[src/rtl/qdec_cabac_frame_seq_pkg.sv]
// Shared definitions for the CABAC frame sequencer: register map, status codes, FSM states.
// QDEC_CABAC_SEQ_READBACK_EN adds the register read-back states.
package qdec_cabac_package;

   localparam logic [15:0] ADDR_CABAC_START          = 16'h0004;
   localparam logic [15:0] ADDR_CABAC_VPS_0          = 16'h0010;
   localparam logic [15:0] ADDR_CABAC_SPS_0          = 16'h0020;
   localparam logic [15:0] ADDR_CABAC_SPS_1          = 16'h0024;
   localparam logic [15:0] ADDR_CABAC_PPS_0          = 16'h0030;
   localparam logic [15:0] ADDR_CABAC_SLICE_HEADER_0 = 16'h0040;

   localparam int unsigned NUM_CFG_REGS = 5;
   localparam logic [2:0]  LAST_CFG_IDX = 3'd4;

   typedef enum logic [2:0] {
      STAT_OK           = 3'd0,
      STAT_ERROR        = 3'd1,
      STAT_TIMEOUT      = 3'd2,
      STAT_CTU_MISMATCH = 3'd3,
      STAT_ABORTED      = 3'd4,
      STAT_RB_MISMATCH  = 3'd5
   } t_seq_stat_e;

   typedef enum logic [3:0] {
      S_IDLE,
      S_WR_REQ,
      S_WR_RESP,
`ifdef QDEC_CABAC_SEQ_READBACK_EN
      S_RD_REQ,
      S_RD_RESP,
`endif
      S_START_REQ,
      S_START_RESP,
      S_RUN,
      S_REPORT
   } t_seq_state_e;

   // Programming order of the config registers
   function automatic logic [15:0] cfg_reg_addr(input logic [2:0] idx);
      case (idx)
         3'd0:    cfg_reg_addr = ADDR_CABAC_VPS_0;
         3'd1:    cfg_reg_addr = ADDR_CABAC_SPS_0;
         3'd2:    cfg_reg_addr = ADDR_CABAC_SPS_1;
         3'd3:    cfg_reg_addr = ADDR_CABAC_PPS_0;
         default: cfg_reg_addr = ADDR_CABAC_SLICE_HEADER_0;
      endcase
   endfunction

endpackage

[src/rtl/qdec_cabac_frame_seq_watchdog.sv]
// Watchdog counter for the frame sequencer: reload to TIMEOUT_CYC, count down, flag zero.
module qdec_seq_watchdog #(
   parameter int unsigned TIMEOUT_CYC = 1_000_000
) (
   input  logic clk,
   input  logic rst_n,
   input  logic load_i,
   input  logic dec_i,
   output logic zero_o
);

   localparam int unsigned CNT_W = $clog2(TIMEOUT_CYC + 1);

   logic [CNT_W-1:0] cnt_q, cnt_d;

   always_comb begin
      cnt_d = cnt_q;
      if (load_i) begin
         cnt_d = CNT_W'(TIMEOUT_CYC);
      end else if (dec_i && (cnt_q != '0)) begin
         cnt_d = cnt_q - CNT_W'(1);
      end
   end

   always_ff @(posedge clk) begin
      if (!rst_n) begin
         cnt_q <= '0;
      end else begin
         cnt_q <= cnt_d;
      end
   end

   assign zero_o = (cnt_q == '0);

endmodule

[src/rtl/qdec_cabac_frame_seq.sv]
// Frame-level sequencer: programs CABAC config registers, starts it, supervises the run, reports status.
// QDEC_CABAC_SEQ_READBACK_EN enables read-back verification of the programmed registers.
module qdec_cabac_frame_seq
   import qdec_cabac_package::*;
#(
   parameter int unsigned ADDR_W      = 16,
   parameter int unsigned CTU_CNT_W   = 20,
   parameter int unsigned TIMEOUT_CYC = 1_000_000
) (
   input  logic                 clk,
   input  logic                 rst_n,
   input  logic                 cfg_vld,
   output logic                 cfg_rdy,
   input  logic [31:0]          cfg_vps0,
   input  logic [31:0]          cfg_sps0,
   input  logic [31:0]          cfg_sps1,
   input  logic [31:0]          cfg_pps0,
   input  logic [31:0]          cfg_slice0,
   input  logic                 abort,
   output logic                 reg_req_vld,
   input  logic                 reg_req_rdy,
   output logic                 reg_req_we,
   output logic [ADDR_W-1:0]    reg_req_addr,
   output logic [31:0]          reg_req_wdata,
   input  logic                 reg_resp_vld,
   input  logic [31:0]          reg_resp_rdata,
   input  logic                 ctu_done_intr,
   input  logic                 done_intr,
   input  logic                 error_intr,
   output logic                 busy,
   output logic                 stat_vld,
   output logic [2:0]           stat_code,
   output logic [CTU_CNT_W-1:0] stat_ctu_cnt
);

   t_seq_state_e         state_q, state_d;
   logic [2:0]           idx_q, idx_d;
   logic [31:0]          cfg_q [NUM_CFG_REGS];
   logic                 cfg_load;
   logic                 abort_pend_q, abort_pend_d;
   logic [CTU_CNT_W-1:0] ctu_cnt_q, ctu_cnt_d;
   logic [CTU_CNT_W-1:0] exp_cnt_q, exp_cnt_d;
   logic [CTU_CNT_W-1:0] stat_cnt_q, stat_cnt_d;
   t_seq_stat_e          stat_code_q, stat_code_d;
   logic                 wd_load, wd_zero;
   logic                 any_intr;
   logic [CTU_CNT_W-1:0] ctu_cnt_nxt;

   logic [11:0] w_m1, h_m1;
   logic [4:0]  log2_ctu;
   logic [12:0] w_ctus, h_ctus;
   logic [25:0] ctu_prod;

   assign w_m1     = cfg_sps0[27:16];
   assign h_m1     = cfg_sps0[15:4];
   assign log2_ctu = {1'b0, cfg_sps1[3:0]} + {1'b0, cfg_sps1[7:4]};
   assign w_ctus   = {1'b0, w_m1 >> log2_ctu} + 13'd1;
   assign h_ctus   = {1'b0, h_m1 >> log2_ctu} + 13'd1;
   assign ctu_prod = 26'(w_ctus) * 26'(h_ctus);

   assign any_intr    = ctu_done_intr | done_intr | error_intr;
   assign ctu_cnt_nxt = (ctu_done_intr && (ctu_cnt_q != '1)) ? ctu_cnt_q + CTU_CNT_W'(1) : ctu_cnt_q;

`ifndef QDEC_CABAC_SEQ_READBACK_EN
   logic unused_rdata;
   assign unused_rdata = ^reg_resp_rdata;
`endif

   qdec_seq_watchdog #(
      .TIMEOUT_CYC(TIMEOUT_CYC)
   ) u_watchdog (
      .clk    (clk),
      .rst_n  (rst_n),
      .load_i (wd_load),
      .dec_i  (state_q == S_RUN),
      .zero_o (wd_zero)
   );

   always_comb begin
      state_d       = state_q;
      idx_d         = idx_q;
      abort_pend_d  = abort_pend_q;
      ctu_cnt_d     = ctu_cnt_q;
      exp_cnt_d     = exp_cnt_q;
      stat_cnt_d    = stat_cnt_q;
      stat_code_d   = stat_code_q;
      cfg_load      = 1'b0;
      wd_load       = 1'b0;
      cfg_rdy       = 1'b0;
      reg_req_vld   = 1'b0;
      reg_req_we    = 1'b0;
      reg_req_addr  = '0;
      reg_req_wdata = '0;
      stat_vld      = 1'b0;
      busy          = (state_q != S_IDLE);

      case (state_q)
         S_IDLE: begin
            cfg_rdy = rst_n;
            if (cfg_vld) begin
               cfg_load     = 1'b1;
               idx_d        = '0;
               abort_pend_d = 1'b0;
               ctu_cnt_d    = '0;
               exp_cnt_d    = CTU_CNT_W'(ctu_prod);
               state_d      = S_WR_REQ;
            end
         end

         S_WR_REQ: begin
            reg_req_vld   = 1'b1;
            reg_req_we    = 1'b1;
            reg_req_addr  = ADDR_W'(cfg_reg_addr(idx_q));
            reg_req_wdata = cfg_q[idx_q];
            abort_pend_d  = abort_pend_q | abort;
            if (reg_req_rdy) state_d = S_WR_RESP;
         end

         S_WR_RESP: begin
            abort_pend_d = abort_pend_q | abort;
            if (reg_resp_vld) begin
               // Abort is honoured only once the outstanding response is consumed
               if (abort_pend_q || abort) begin
                  stat_code_d = STAT_ABORTED;
                  stat_cnt_d  = ctu_cnt_q;
                  state_d     = S_REPORT;
               end else if (idx_q == LAST_CFG_IDX) begin
                  idx_d = '0;
`ifdef QDEC_CABAC_SEQ_READBACK_EN
                  state_d = S_RD_REQ;
`else
                  state_d = S_START_REQ;
`endif
               end else begin
                  idx_d   = idx_q + 3'd1;
                  state_d = S_WR_REQ;
               end
            end
         end

`ifdef QDEC_CABAC_SEQ_READBACK_EN
         S_RD_REQ: begin
            reg_req_vld  = 1'b1;
            reg_req_addr = ADDR_W'(cfg_reg_addr(idx_q));
            abort_pend_d = abort_pend_q | abort;
            if (reg_req_rdy) state_d = S_RD_RESP;
         end

         S_RD_RESP: begin
            abort_pend_d = abort_pend_q | abort;
            if (reg_resp_vld) begin
               if (abort_pend_q || abort) begin
                  stat_code_d = STAT_ABORTED;
                  stat_cnt_d  = ctu_cnt_q;
                  state_d     = S_REPORT;
               end else if (reg_resp_rdata != cfg_q[idx_q]) begin
                  stat_code_d = STAT_RB_MISMATCH;
                  stat_cnt_d  = ctu_cnt_q;
                  state_d     = S_REPORT;
               end else if (idx_q == LAST_CFG_IDX) begin
                  state_d = S_START_REQ;
               end else begin
                  idx_d   = idx_q + 3'd1;
                  state_d = S_RD_REQ;
               end
            end
         end
`endif

         S_START_REQ: begin
            reg_req_vld   = 1'b1;
            reg_req_we    = 1'b1;
            reg_req_addr  = ADDR_W'(ADDR_CABAC_START);
            reg_req_wdata = 32'h1;
            abort_pend_d  = abort_pend_q | abort;
            if (reg_req_rdy) state_d = S_START_RESP;
         end

         S_START_RESP: begin
            abort_pend_d = abort_pend_q | abort;
            if (reg_resp_vld) begin
               if (abort_pend_q || abort) begin
                  stat_code_d = STAT_ABORTED;
                  stat_cnt_d  = ctu_cnt_q;
                  state_d     = S_REPORT;
               end else begin
                  wd_load = 1'b1;
                  state_d = S_RUN;
               end
            end
         end

         S_RUN: begin
            ctu_cnt_d  = ctu_cnt_nxt;
            wd_load    = any_intr;
            stat_cnt_d = ctu_cnt_nxt;
            if (abort) begin
               stat_code_d = STAT_ABORTED;
               state_d     = S_REPORT;
            end else if (error_intr) begin
               stat_code_d = STAT_ERROR;
               state_d     = S_REPORT;
            end else if (wd_zero) begin
               stat_code_d = STAT_TIMEOUT;
               state_d     = S_REPORT;
            end else if (done_intr) begin
               stat_code_d = (ctu_cnt_nxt == exp_cnt_q) ? STAT_OK : STAT_CTU_MISMATCH;
               state_d     = S_REPORT;
            end
         end

         S_REPORT: begin
            stat_vld = 1'b1;
            state_d  = S_IDLE;
         end

         default: state_d = S_IDLE;
      endcase
   end

   always_ff @(posedge clk) begin
      if (!rst_n) begin
         state_q      <= S_IDLE;
         idx_q        <= '0;
         abort_pend_q <= 1'b0;
         ctu_cnt_q    <= '0;
         exp_cnt_q    <= '0;
         stat_cnt_q   <= '0;
         stat_code_q  <= STAT_OK;
         for (int unsigned i = 0; i < NUM_CFG_REGS; i++) cfg_q[i] <= '0;
      end else begin
         state_q      <= state_d;
         idx_q        <= idx_d;
         abort_pend_q <= abort_pend_d;
         ctu_cnt_q    <= ctu_cnt_d;
         exp_cnt_q    <= exp_cnt_d;
         stat_cnt_q   <= stat_cnt_d;
         stat_code_q  <= stat_code_d;
         if (cfg_load) begin
            cfg_q[0] <= cfg_vps0;
            cfg_q[1] <= cfg_sps0;
            cfg_q[2] <= cfg_sps1;
            cfg_q[3] <= cfg_pps0;
            cfg_q[4] <= cfg_slice0;
         end
      end
   end

   assign stat_code    = stat_code_q;
   assign stat_ctu_cnt = stat_cnt_q;

endmodule

[config.mk]
export PLATFORM = sky130hd
export DESIGN_NAME = qdec_cabac_frame_seq
export DESIGN_NICKNAME = d
export VERILOG_FILES = /design/src/rtl/qdec_cabac_frame_seq_pkg.sv /design/src/rtl/qdec_cabac_frame_seq_watchdog.sv /design/src/rtl/qdec_cabac_frame_seq.sv
export SDC_FILE = /design/constraint.sdc
export NUM_CORES = 1
export LEC_CHECK = 0
export ABC_AREA = 1
export CAP_MARGIN = 20
export CORE_ASPECT_RATIO = 1.2
export CORE_MARGIN = 8
export CORE_UTILIZATION = 45
export DETAILED_ROUTE_END_ITERATION = 8
export GPL_TIMING_DRIVEN = 0
export PLACE_DENSITY = 0.7
export SLEW_MARGIN = 20
export SYNTH_ARGS = -nofsm -noshare
export SYNTH_HDL_FRONTEND = slang
export SYNTH_SLANG_ARGS = --single-unit
[constraint.sdc]
create_clock -name clk -period 17.5 [get_ports clk]
set_input_delay 5.25 -clock clk [delete_from_list [all_inputs] [get_ports clk]]
set_output_delay 5.25 -clock clk [all_outputs]
set_load 0.01 [all_outputs]
==> out/metrics.yaml <==
detailed_routing:
  dr.pass1.iters: 6
  route.detailed.drc: 0
  vias_per_cell: 5.17
  routed_wl_um: 59900
  wire_per_inst_um: 17.9
  ant_nets: 0
  dr.first_iter.drc_count: 1154
  via_count: 17266
cts:
  cts_root_buf: "clkbuf_16"
  clock_latency_ps: 540
  holdBufCountCts: 0
  clk_path_buf_depth: 3
  cts_setup_buffers: 0
  numCtsBuffers: 25
  path_clk_slew_ps: 60
  cts_sinks: 253
  postCtsResizedCells: 0
  cts_tree: "done"
  h-tree-depth: 1
finish:
  nNetsFinal: 3143
  syn_to_final_growth_pct: 20.5
  finalInstanceArea_mm2: 0.0229
  layout-drive-gt1-share_pct: 4.87
logic_synthesis:
  synth_edf_count: 160
  yosysSeqAreaShare_pct: 35.1
  ys.flop_type: "edfxtp_1"
  synthCells: 2499
  yosysWarningCount: 0
  syn_area_mm2: 0.0190
  postSynthAreaPerCell_um2: 7.61
  synth.distinct_cells: 55
  synth-seq-cells: 253
  synthArstFlopShare_pct: 0
setup_path:
  crit_path_start_kind: "input port"
  cp.required_ps: 17930
  cp_max_fo: 10
  crit_buf_inv: 11
  cp-end-kind: "register"
  crit_family: "adder cells"
  crit_arrival_ps: 14520
  cpMaxStageDelayCell: "fa_1"
  path_class: "input port to register"
  cpPeakStageDelay_ps: 600
grt:
  grt.total_usage_pct: 24.3
  grt_pass1_vias: 17630
  antenna_found_initial: 5
  grt-ovfl-total: 0
  grt_max_degree: 56
  grt_pass1_wl_um: 95100
floorplanning:
  dieArea_mm2: 0.0491
  core_mm2: 0.0418
  std_cell_rows: 82
  ioPinCount: 277
  die_x_um: 204
  floorplan.initialDensity_pct: 45.5
  die_height_um: 241
timing:
  finalSetupViolations: 0
  tns_ps: 0
  hold_viol_final: 0
  maxSlewViolCount: 0
  maxSlewHeadroom_pct: 30.0
  max_slew.worst_pin.slew_ps: 1040
  clock_skew_ps: 12.1
  fin_crit_ps: 14100
  finalCritPeriodShare_pct: 80.5
  max_clock_freq_mhz: 70.9
  rsz0062_at_grt: "no"
placement:
  place_hpwl_um: 48200
  placed_area_mm2: 0.0221
  place.gp.congestion: 0.971
  port_buffers: 232
run:
  max_cap_viol_count: 0
pwr:
  p_leak_nw: 10.8
  peakVddDrop_mv: 0.0672
  power_density_mw_per_mm2: 113
hold_path:
  hp-class: "register to register"
status:
  status: "finished clean"
==> stage by stage <==
stage | power, mW | instances | util (%) | setup WS [ps] | hold WS [ps]
6_report | 2.58 | 3342 | 54.8 | 3400 | 460
3_3_place_gp | 2.07 | 3288 | 52.8 | 2920 | 448
2_1_floorplan | 1.63 | 2510 | - | 5140 | 439
4_1_cts | 2.59 | 3337 | 54.8 | 3420 | 462
5_1_grt | 2.77 | 3341 | 54.8 | 2730 | 488
3_5_place_dp | 2.08 | 3291 | 53.0 | 2870 | 450
==> worst min-delay path: cells and delay by family, from the launching register on <==
kind               cells  cell delay [ps]
AOI/OAI and AO/OA      1               50
and+or+nand+nor        1               60
DFF                    1              310
==> flip-flops by register name, indices dropped and copies added (netlist names), 3 cells and up, named ones only <==
register	flops
cfg_q	160
stat_code	3
stat_ctu_cnt	20
ctu_cnt_q	20
exp_cnt_q	20
idx_q	3
u_watchdog.cnt_q	20
state_q	3
==> where the power goes <==
group	switching [mW]	internal, mW
logic	0.784	0.428
registers	0.0598	0.801
clock network	0.230	0.283
total	1.07	1.51
==> Yosys cell counts (all sizes together), types with 2 or more instances <==
library cell / count / share of area, %
ha: 61 / 4.0
nand2: 434 / 8.9
buf: 27 / 1.1
mux2i: 32 / 1.7
clkbuf: 73 / 1.4
o21ai: 138 / 3.6
nand4: 20 / 0.66
clkinv: 6 / 0.12
a21oi: 106 / 2.8
xor2: 33 / 1.5
edfxtp: 160 / 25
fa: 109 / 11
nor3b: 2 / 0.079
nor4: 5 / 0.16
a31oi: 6 / 0.20
o22ai: 4 / 0.13
nand3b: 2 / 0.079
xnor2: 7 / 0.42
nand3: 128 / 3.5
a22o: 3 / 0.14
o221ai: 33 / 1.5
a32o: 2 / 0.11
dfxtp: 93 / 9.8
inv: 519 / 10
nor3: 23 / 0.69
o32ai: 2 / 0.092
o2111ai: 2 / 0.092
nor2: 439 / 9.1
or2: 18 / 0.59
a211oi: 3 / 0.12
==> cell usage in the layout, fill, tap and decap left out, drive strengths merged, types with 30 or more instances in the layout <==
master	netlist	final
inv	519	520
nor2	439	439
nand2	434	434
clkdlybuf4s50	0	232
edfxtp	160	160
o21ai	138	138
nand3	128	128
fa	109	109
clkbuf	73	108
a21oi	106	106
dfxtp	93	93
ha	61	61
o221ai	33	33
xor2	33	33
mux2i	32	32
buf	27	30
==> metal layers <==
metal / wire [µm] / vias up / global-route usage, % / part of all wire (%)
li1: - / 8350 / - / -
met1: 24100 / 8211 / 29.4 / 40
met2: 30100 / 584 / 43.4 / 50
met3: 3340 / 121 / 2.44 / 5.6
met4: 2380 / 0 / 10.6 / 4.0
met5: 0 / - / 0 / 0
==> worst paths after layout <==
path / startpoint / to / slack (ps) / cells past startpoint
worst min-delay path: abort_pend_q$_SDFFE_PN0P_ / abort_pend_q$_SDFFE_PN0P_ / 460 / 2
worst max-delay path: cfg_sps1[0] / exp_cnt_q[19]$_SDFFE_PN0P_ / 3400 / 39
worst max register to register: ctu_cnt_q[0]$_SDFFE_PN0P_ / stat_code[1]$_SDFFE_PN0P_ / 13980 / 16
worst min register to register: abort_pend_q$_SDFFE_PN0P_ / abort_pend_q$_SDFFE_PN0P_ / 460 / 2
==> layout make-up <==
| type | count | area, µm² |
|---|---|---|
| diodes | 5 | 12.5 |
| inverters | 525 | 1970 |
| flip-flops and latches | 253 | 6670 |
| clock buffers | 35 | 673 |
| fillers | 3925 | 18900 |
| clock inverters | 11 | 78.8 |
| repair buffers | 235 | 2390 |
| well taps | 546 | 683 |
| plain buffers | 100 | 478 |
| multi-input cells | 1632 | 9940 |
==> logic make-up (layout without fill, tap and decap cells) <==
logic type,count (synthesis),count (layout),share of synthesized area [%]
compound gates,305,305,9.13
xor+xnor,40,40,1.94
fa+ha+maj,170,170,15.5
buf+inv,625,906,12.9
flops,253,253,35.1
mux,32,32,1.69
other cells,1,17,0.0197
simple gates,1073,1073,23.8
(Power assumes the default switching activity.)
